<file path="config.mk">
export PLATFORM = sky130hd
export DESIGN_NAME = ldm_stm_sequencer
export DESIGN_NICKNAME = d
export VERILOG_FILES = /design/src/rtl/ldm_stm_sequencer_pkg.sv /design/src/rtl/ldm_stm_sequencer_encoder.sv /design/src/rtl/ldm_stm_sequencer.sv
export SDC_FILE = /design/constraint.sdc
export NUM_CORES = 1
export LEC_CHECK = 0
export ABC_AREA = 1
export CAP_MARGIN = 20
export CORE_MARGIN = 2
export CORE_UTILIZATION = 31
export DETAILED_ROUTE_END_ITERATION = 12
export GPL_TIMING_DRIVEN = 0
export PLACE_DENSITY = 0.57
export SLEW_MARGIN = 20
export SYNTH_ARGS = -nofsm -noshare
export SYNTH_HDL_FRONTEND = slang
export SYNTH_SLANG_ARGS = --single-unit
</file>
<file path="constraint.sdc">
create_clock -name clk -period 5.17 [get_ports clk]
set_clock_uncertainty 0.1 [all_clocks]
set_input_delay 1.034 -clock clk [delete_from_list [all_inputs] [get_ports clk]]
set_output_delay 1.034 -clock clk [all_outputs]
set_load 0.02 [all_outputs]
</file>
<file path="src/rtl/ldm_stm_sequencer_pkg.sv">
// Shared control-unit definitions for the load/store-multiple sequencer:
// FSM state encoding, default transfer stride and addressing-mode encoding.
package ldm_stm_sequencer_pkg;

    typedef enum logic [2:0] {
        ST_IDLE  = 3'd0,
        ST_SETUP = 3'd1,
        ST_XFER  = 3'd2,
        ST_WB    = 3'd3,
        ST_DONE  = 3'd4
    } seq_state_e;

    localparam int DEFAULT_WORD_BYTES = 4;

    // Addressing mode as {up, pre}.
    typedef enum logic [1:0] {
        MODE_DA = 2'b00,
        MODE_DB = 2'b01,
        MODE_IA = 2'b10,
        MODE_IB = 2'b11
    } addr_mode_e;

endpackage

</file>
<file path="src/rtl/ldm_stm_sequencer_encoder.sv">
// Lowest-set-bit priority encoder (16 -> 4) with a non-empty flag.
module lowest_set_encoder (
    input  logic [15:0] vec,
    output logic [3:0]  idx,
    output logic        any
);

    always_comb begin
        idx = '0;
        for (int i = 15; i >= 0; i--) begin
            if (vec[i]) idx = 4'(i);
        end
    end

    assign any = |vec;

endmodule

</file>
<file path="src/rtl/ldm_stm_sequencer.sv">
// Load/store-multiple sequencer: walks a latched register list lowest-first,
// one memory word per set bit, with optional base-register writeback.
module ldm_stm_sequencer
    import ldm_stm_sequencer_pkg::*;
#(
    parameter int ADDR_W     = 32,
    parameter int WORD_BYTES = DEFAULT_WORD_BYTES
) (
    input  logic              clk,
    input  logic              rst_n,
    input  logic              start,
    input  logic [15:0]       reg_list,
    input  logic [ADDR_W-1:0] base_addr,
    input  logic              load,
    input  logic              up,
    input  logic              pre,
    input  logic              writeback,
    input  logic              mem_ready,
    output logic              mem_req,
    output logic              mem_we,
    output logic [ADDR_W-1:0] mem_addr,
    output logic [3:0]        reg_addr,
    output logic              rf_we,
    output logic              wb_en,
    output logic [ADDR_W-1:0] wb_value,
    output logic              busy,
    output logic              done,
    output seq_state_e        state_dbg
);

    // Memory handshake: mem_req/mem_addr/mem_we/reg_addr are held constant
    // while mem_req=1; the access completes in any cycle where mem_ready=1,
    // and only then do the outputs advance to the next register.

    seq_state_e        state, state_next;
    logic [15:0]       pending, pending_rest;
    logic [ADDR_W-1:0] base_q, cur_addr, wb_value_q;
    logic [ADDR_W-1:0] span, first_addr, wb_calc;
    addr_mode_e        mode_q;
    logic              load_q, wb_q;
    logic [4:0]        n;
    logic [3:0]        low_idx;
    logic              pend_any, rest_any;

    lowest_set_encoder u_enc (
        .vec (pending),
        .idx (low_idx),
        .any (pend_any)
    );

    assign pending_rest = pending & ~(16'b1 << low_idx);
    assign rest_any     = |pending_rest;

    always_comb begin
        n = '0;
        for (int i = 0; i < 16; i++) n = n + {4'b0, pending[i]};
    end

    assign span = ADDR_W'(n) * ADDR_W'(WORD_BYTES);

    // Every mode starts at the lowest address; the block is walked upwards.
    always_comb begin
        first_addr = base_q;
        case (mode_q)
            MODE_IA: first_addr = base_q;
            MODE_IB: first_addr = base_q + ADDR_W'(WORD_BYTES);
            MODE_DA: first_addr = base_q - span + ADDR_W'(WORD_BYTES);
            MODE_DB: first_addr = base_q - span;
            default: first_addr = base_q;
        endcase
    end

    assign wb_calc = mode_q[1] ? (base_q + span) : (base_q - span);

    always_ff @(posedge clk or negedge rst_n) begin
        if (!rst_n) state <= ST_IDLE;
        else        state <= state_next;
    end

    always_comb begin
        state_next = state;
        case (state)
            ST_IDLE:  if (start) state_next = ST_SETUP;
            ST_SETUP: state_next = pend_any ? ST_XFER : ST_DONE;
            ST_XFER:  if (mem_ready && !rest_any) state_next = wb_q ? ST_WB : ST_DONE;
            ST_WB:    state_next = ST_DONE;
            ST_DONE:  state_next = ST_IDLE;
            default:  state_next = ST_IDLE;
        endcase
    end

    always_comb begin
        mem_req  = 1'b0;
        mem_we   = 1'b0;
        mem_addr = '0;
        reg_addr = '0;
        rf_we    = 1'b0;
        wb_en    = 1'b0;
        done     = 1'b0;
        case (state)
            ST_XFER: begin
                mem_req  = 1'b1;
                mem_we   = !load_q;
                mem_addr = cur_addr;
                reg_addr = low_idx;
                rf_we    = load_q && mem_ready;
            end
            ST_WB:   wb_en = 1'b1;
            ST_DONE: done  = 1'b1;
            default: ;
        endcase
    end

    assign busy      = (state != ST_IDLE);
    assign wb_value  = wb_value_q;
    assign state_dbg = state;

    always_ff @(posedge clk or negedge rst_n) begin
        if (!rst_n) begin
            pending    <= '0;
            base_q     <= '0;
            cur_addr   <= '0;
            wb_value_q <= '0;
            mode_q     <= MODE_DA;
            load_q     <= 1'b0;
            wb_q       <= 1'b0;
        end else begin
            case (state)
                ST_IDLE: if (start) begin
                    pending <= reg_list;
                    base_q  <= base_addr;
                    mode_q  <= addr_mode_e'({up, pre});
                    load_q  <= load;
                    wb_q    <= writeback;
                end
                ST_SETUP: begin
                    cur_addr   <= first_addr;
                    wb_value_q <= wb_calc;
                end
                ST_XFER: if (mem_ready) begin
                    pending  <= pending_rest;
                    cur_addr <= cur_addr + ADDR_W'(WORD_BYTES);
                end
                default: ;
            endcase
        end
    end

endmodule

</file>
# Word-level counts from Yosys, hierarchy flattened
# Index checks and enable logic that the tools add are counted.
# totals
in_bits	56
ff_bits	119
# op_classes
n_addsub	20
shifts	1
eq_ne	10
n_reduce_logical	15
n_mux	35
n_bitwise	2
# ops
operator	count
32-bit one-hot mux with 4 select lines	1
32-bit by 3-bit adder with 32-bit output, second input constant	3
32-bit 2-to-1 mux	3
4-bit 2-to-1 mux	17
32-bit one-hot mux with 2 select lines	1
5-bit by 1-bit adder with 5-bit output	11
32-bit by 7-bit adder with 32-bit output	1
16-bit 2-to-1 mux	2
16-bit one-hot mux with 2 select lines	1
16-bit OR reduction	2
32-bit by 7-bit subtractor with 32-bit output	1
16-bit bitwise AND	1
16-bit inverter	1
1-bit by 4-bit << shifter with 16-bit output, first input constant	1
3-bit 2-to-1 mux	4
3-bit one-hot mux with 4 select lines	1
3-bit by 2-bit equality test with 1-bit output, second input constant	2
2-bit != test, second input constant	3
2-bit AND reduction	3
4-bit by 1-bit adder with 5-bit output	1
1-bit 2-to-1 mux	5
3-bit by 1-bit adder with 4-bit output	1
2-bit equality test, second input constant	2
2-bit nonzero test	2
11 further kinds	13

# Depth between registers and ports, before layout
# logic_depth
ltp_word	24
ltp_mapped	36
ltp_nobuf	36

# Cells and area by module
# Synthesis repeated with hierarchy kept, for this count alone.
# hier_totals
cells_unflattened	1676
area_unflattened_um2	10832.9
# modules_own_cells
mod	area_each_um2	seq_area_each_um2	n_inst	cells_each
ldm_stm_sequencer	10623.9	2977.9	1	1627
lowest_set_encoder	209.0	0.0	1	49

# Worst setup path before layout
# No wires, ideal clock.
# synth_path
path_type	reg-to-reg
startpoint	register pending[0]
endpoint	register cur_addr[19]
setup_time_ns	0.116
setup_slack_ns	-0.282
n_path_buf	1
path_stages_with_launch	31
period_less_slack_ns	5.452
t_required_ns	4.954
arrival_ns	5.235
cell_sequence	dfrtp_1 -> inv_1 -> fa_1 -> fa_1 -> fa_1 -> fa_1 -> inv_1 -> ha_1 -> fa_1 -> xor2_1 -> ha_1 -> buf_6 -> inv_2 -> nand2_1 -> o21ai_2 -> nand2_4 -> nand2_2 -> xor2_2 -> nand2_2 -> nand2_4 -> nand2_2 -> nor2_8 -> nand3_4 -> nor3_2 -> nand2_1 -> nand3_1 -> nand3_1 -> nand2_1 -> nand2_1 -> nand2_1 -> nand2_1
# synth_between
elab_chain_cells	19
# synth_rtl
item	line	source
start, declared	ldm_stm_sequencer.sv:36	logic [15:0] pending, pending_rest;
start signal, assigned	ldm_stm_sequencer.sv:130	pending <= reg_list;
start signal, assigned	ldm_stm_sequencer.sv:141	pending <= pending_rest;
1-bit by 1-bit adder with 2-bit output (*)	ldm_stm_sequencer.sv:56	for (int i = 0; i < 16; i++) n = n + {4'b0, pending[i]};
2-bit by 1-bit adder with 3-bit output (*)	ldm_stm_sequencer.sv:56	
3-bit by 1-bit adder with 4-bit output (*)	ldm_stm_sequencer.sv:56	
4-bit by 1-bit adder with 5-bit output (*)	ldm_stm_sequencer.sv:56	
5-bit by 1-bit adder with 5-bit output (*) (11 in a row)	ldm_stm_sequencer.sv:56	
32-bit by 7-bit subtractor with 32-bit output (*)	ldm_stm_sequencer.sv:67, ldm_stm_sequencer.sv:68	
32-bit by 3-bit adder with 32-bit output	ldm_stm_sequencer.sv:67	MODE_DA: first_addr = base_q - span + ADDR_W'(WORD_BYTES);
32-bit one-hot mux with 4 select lines (*)	ldm_stm_sequencer.sv:64	case (mode_q)
32-bit one-hot mux with 2 select lines (*)	ldm_stm_sequencer.sv:128	case (state)
end signal, assigned	ldm_stm_sequencer.sv:137	cur_addr <= first_addr;
end signal, assigned	ldm_stm_sequencer.sv:142	cur_addr <= cur_addr + ADDR_W'(WORD_BYTES);
end, declared	ldm_stm_sequencer.sv:37	logic [ADDR_W-1:0] base_q, cur_addr, wb_value_q;
# Every way passes the cells marked *; elsewhere a longest branch is shown, timed or not.
# A chain may end at the register's enable or synchronous reset.

# Final worst setup path
# layout_path
startpoint	register pending[9]
endpoint	register cur_addr[13]
# layout_between
elab_chain_cells	11
# layout_rtl
item	line
5-bit by 1-bit adder with 5-bit output (*) (7 in a row)	ldm_stm_sequencer.sv:56
32-bit by 7-bit subtractor with 32-bit output (*)	ldm_stm_sequencer.sv:67, ldm_stm_sequencer.sv:68
32-bit by 3-bit adder with 32-bit output	ldm_stm_sequencer.sv:67
32-bit one-hot mux with 4 select lines (*)	ldm_stm_sequencer.sv:64
32-bit one-hot mux with 2 select lines (*)	ldm_stm_sequencer.sv:128
# Marks and branches as above.

==> metrics.cfg <==
[job]
timing.max_cap.violations = 0

[global_route]
overflow = 0
grt_pass1_vias = 11600
grt_pass1_wl_um = 66700
number_of_antenna_violations_at_the_first_check_in_global_routing = 0
pin_count_of_the_biggest_net_entering_global_routing = 61
total_routing_usage_gr_pct = 24.2

[clocking]
clock-sinks = 119
numCtsBuffers = 17
tritoncts_clock_tree = yes
cts_hold_bufs = 0
clockRootBuffer = sky130_fd_sc_hd__clkbuf_16
clock_insertion_delay_worst_skew_ns = 0.45
clock_path_buffers = 2
path_clk_slew_ns = 0.06
h-tree-depth = 4

[synth]
yosysTopAreaCell = sky130_fd_sc_hd__dfrtp_1
netlist.area_leader.share_pct = 27.6
sequential_cell_area_fraction_in_the_yosys_report_pct = 27.6
ys_top_cells_by_area = sky130_fd_sc_hd__dfrtp_1, sky130_fd_sc_hd__nand2_1, sky130_fd_sc_hd__nor2_1, sky130_fd_sc_hd__inv_1, sky130_fd_sc_hd__nand3_1
ys_ff_latch = 119
synthesis.area_per_instance_um2 = 6.57
yosysUniqueCellTypes = 57
syn-instance-count = 1640
netlist_area_um2 = 10800
synth_nets = 1730
yosysWarnings = 0

[setup_path]
critical_path_class = register to register
cp_common_cell = sky130_fd_sc_hd__fa_1
crit_required_ns = 5.43
timing.critical_path.slowest_cell_delay_ns = 0.54
worstPathArrival_ns = 6.19
worst-path-max-fanout = 6
critical_path_s_top_delay_family = adder cells
setup.worst_path.start_class = register
critical_path.endpoint_type = register
critical_path_buf_inv_count = 5
crit_path_top_delay_cell = sky130_fd_sc_hd__fa_1

[route]
firstDrtPassIters = 6
drcViolationCount = 0
ant_nets_after_route = 0
drt_iter0_markers = 1018
route.vias.total = 12000
routedWlPerCell_um = 18.6
detail_route.wirelength_um = 43700
routed_via_density = 5.12

[timing]
worst-slew-pin-transition_ns = 0.997
finalWorstPathRequiredPeriod_ns = 5.92
setup_ws_ns = -0.755
slew_viol_final = 0
max_slew_margin_pct = 33.0
setup_viol = 48
final_min_period_over_clock_period_pct = 115
finalHoldViolCount = 0
rsz0062_at_grt = true
max_clock_freq_mhz = 169

[floorplan]
ios = 133
rows = 68
die_h_um = 190
start_util_pct = 31.4
core_area_um2 = 34400
die_w_um = 190
fp.dieArea_um2 = 36300

[final_layout]
area_growth_syn_to_layout_pct = 39.5
nets = 1972
mostFrequentLayoutCells = sky130_fd_sc_hd__nand2_1, sky130_fd_sc_hd__nor2_1, sky130_fd_sc_hd__inv_1
final_common_cell = sky130_fd_sc_hd__nand2_1
num_antenna_cells = 0
proportion_of_layout_cells_with_a_drive_suffix_above_1_pct = 23.1
num-fill-cells = 3511
final_core_utilization_pct = 43.8
non_filler_cells_final = 2350

[placed_design]
port_buffers = 132
globalplace.congestion = 0.969
dp.cells = 2228
dp.final_hpwl_um = 33500

[status]
run_status = complete, but fails checks
failed_checks = negative setup slack

[min_path]
holdCritPathClass = register to register

-- path summary, 6_finish.rpt --
check                                  start           end  slack, ns  cells past startpoint
worst min-delay path            wb_value[11]  wb_value[11]       0.38                      2
worst max-delay path              pending[9]  cur_addr[13]      -0.75                     26
worst min register to register  wb_value[11]  wb_value[11]       0.38                      2
worst max register to register    pending[9]  cur_addr[13]      -0.75                     26
min in group asynchronous              rst_n   wb_value[4]       0.42                      1
max in group asynchronous              rst_n  cur_addr[28]       3.86                      2
-- cells in the mapped netlist (all sizes together) --
| cell type | number |
|---|---|
| or2 | 4 |
| a221oi | 1 |
| ha | 22 |
| nor3b | 1 |
| clkinv | 3 |
| and2 | 4 |
| o21ai | 137 |
| nand2 | 415 |
| mux2 | 4 |
| o211ai | 26 |
| o22ai | 8 |
| o311ai | 1 |
| a31oi | 7 |
| a22o | 1 |
| buf | 27 |
| nand3b | 1 |
| xor2 | 42 |
| a2bb2oi | 2 |
| o211a | 2 |
| nor3 | 32 |
| clkbuf | 45 |
| o21a | 8 |
| inv | 203 |
| o21bai | 4 |
| nor2 | 227 |
| o221ai | 5 |
| a21boi | 4 |
| nand3 | 123 |
| a211oi | 3 |
| dfrtp | 119 |
| a22oi | 3 |
| nor4 | 14 |
| nand4 | 34 |
| fa | 12 |
| a21oi | 96 |
-- final cells by class --
cell class / instances / area [µm²] / area share (%)
Multi-Input combinational cell: 1243 / 7720 / 51.3
Sequential cell: 119 / 2980 / 19.8
Timing Repair Buffer: 223 / 2050 / 13.6
Inverter: 206 / 786 / 5.22
Tap cell: 455 / 569 / 3.79
Clock buffer: 25 / 495 / 3.29
Buffer: 72 / 320 / 2.13
Clock inverter: 7 / 116 / 0.774
-- metrics by stage --
step	setup slack [ns]	cell area [µm²]	hold WS (ns)	setup TNS, ns
5_1_grt	-0.998	15000	0.407	-37.38
6_report	-0.755	15000	0.384	-25.54
3_5_place_dp	-0.989	12800	0.364	-26.81
3_3_place_gp	-2.13	12800	0.367	-277.78
2_1_floorplan	-0.159	10900	0.357	-1.87
4_1_cts	-0.750	14500	0.386	-26.15
-- registers in the layout, indices dropped and copies added, names as in the netlist --
name / count
base_q: 32
cur_addr: 32
wb_value: 32
pending: 16
state_dbg: 3
mode_q: 2
load_q: 1
wb_q: 1
-- worst register-to-register path, cell delays in order, from the launching register on --
cell and delay [ns]:
sky130_fd_sc_hd__dfrtp_1 0.37, sky130_fd_sc_hd__inv_2 0.07, sky130_fd_sc_hd__fa_1 0.51, sky130_fd_sc_hd__fa_1 0.54, sky130_fd_sc_hd__fa_2 0.45, sky130_fd_sc_hd__fa_1 0.51
sky130_fd_sc_hd__inv_2 0.05, sky130_fd_sc_hd__ha_4 0.16, sky130_fd_sc_hd__fa_2 0.38, sky130_fd_sc_hd__xor2_2 0.17, sky130_fd_sc_hd__ha_1 0.29, sky130_fd_sc_hd__buf_6 0.14
sky130_fd_sc_hd__inv_4 0.06, sky130_fd_sc_hd__nand2_2 0.06, sky130_fd_sc_hd__o21ai_4 0.20, sky130_fd_sc_hd__nand2_4 0.14, sky130_fd_sc_hd__nand4_1 0.20, sky130_fd_sc_hd__nand2_2 0.09
sky130_fd_sc_hd__o21ai_4 0.21, sky130_fd_sc_hd__nand3_4 0.15, sky130_fd_sc_hd__inv_1 0.13, sky130_fd_sc_hd__nand3_4 0.12, sky130_fd_sc_hd__nand2_1 0.08, sky130_fd_sc_hd__nand3_1 0.09
sky130_fd_sc_hd__o211ai_1 0.13, sky130_fd_sc_hd__o211ai_1 0.22, sky130_fd_sc_hd__a22oi_1 0.21
-- cell families after synthesis --
logic type | Yosys count | synth area share, %
flip-flops | 119 | 27.6
multiplexers | 4 | 0.418
adder cells (fa/ha/maj) | 34 | 4.78
AND/OR/NAND/NOR | 855 | 36.6
AO/OA/AOI/OAI | 308 | 16.9
buffers and inverters | 278 | 10.2
XOR/XNOR | 42 | 3.48
-- repair_timing --
item,CTS,global route
cloned,0,0
setup endpoints to repair,46,52
resized for setup,158,93
setup buffers,65,25
pin swaps,80,66
-- per-layer routing --
metal | global-route usage, % | vias up | share of wire (%) | routed length (µm)
met5 | 0 | - | 0 | 0
met4 | 9.03 | 0 | 2.9 | 1270
met3 | 3.26 | 66 | 5.7 | 2500
met2 | 38.2 | 465 | 45 | 19700
met1 | 33.6 | 5668 | 46 | 20200
li1 | - | 5842 | - | -
Power is left out: the tool's default activity adds up to more than one toggle a clock period on the data nets, which glitch-free logic cannot reach.
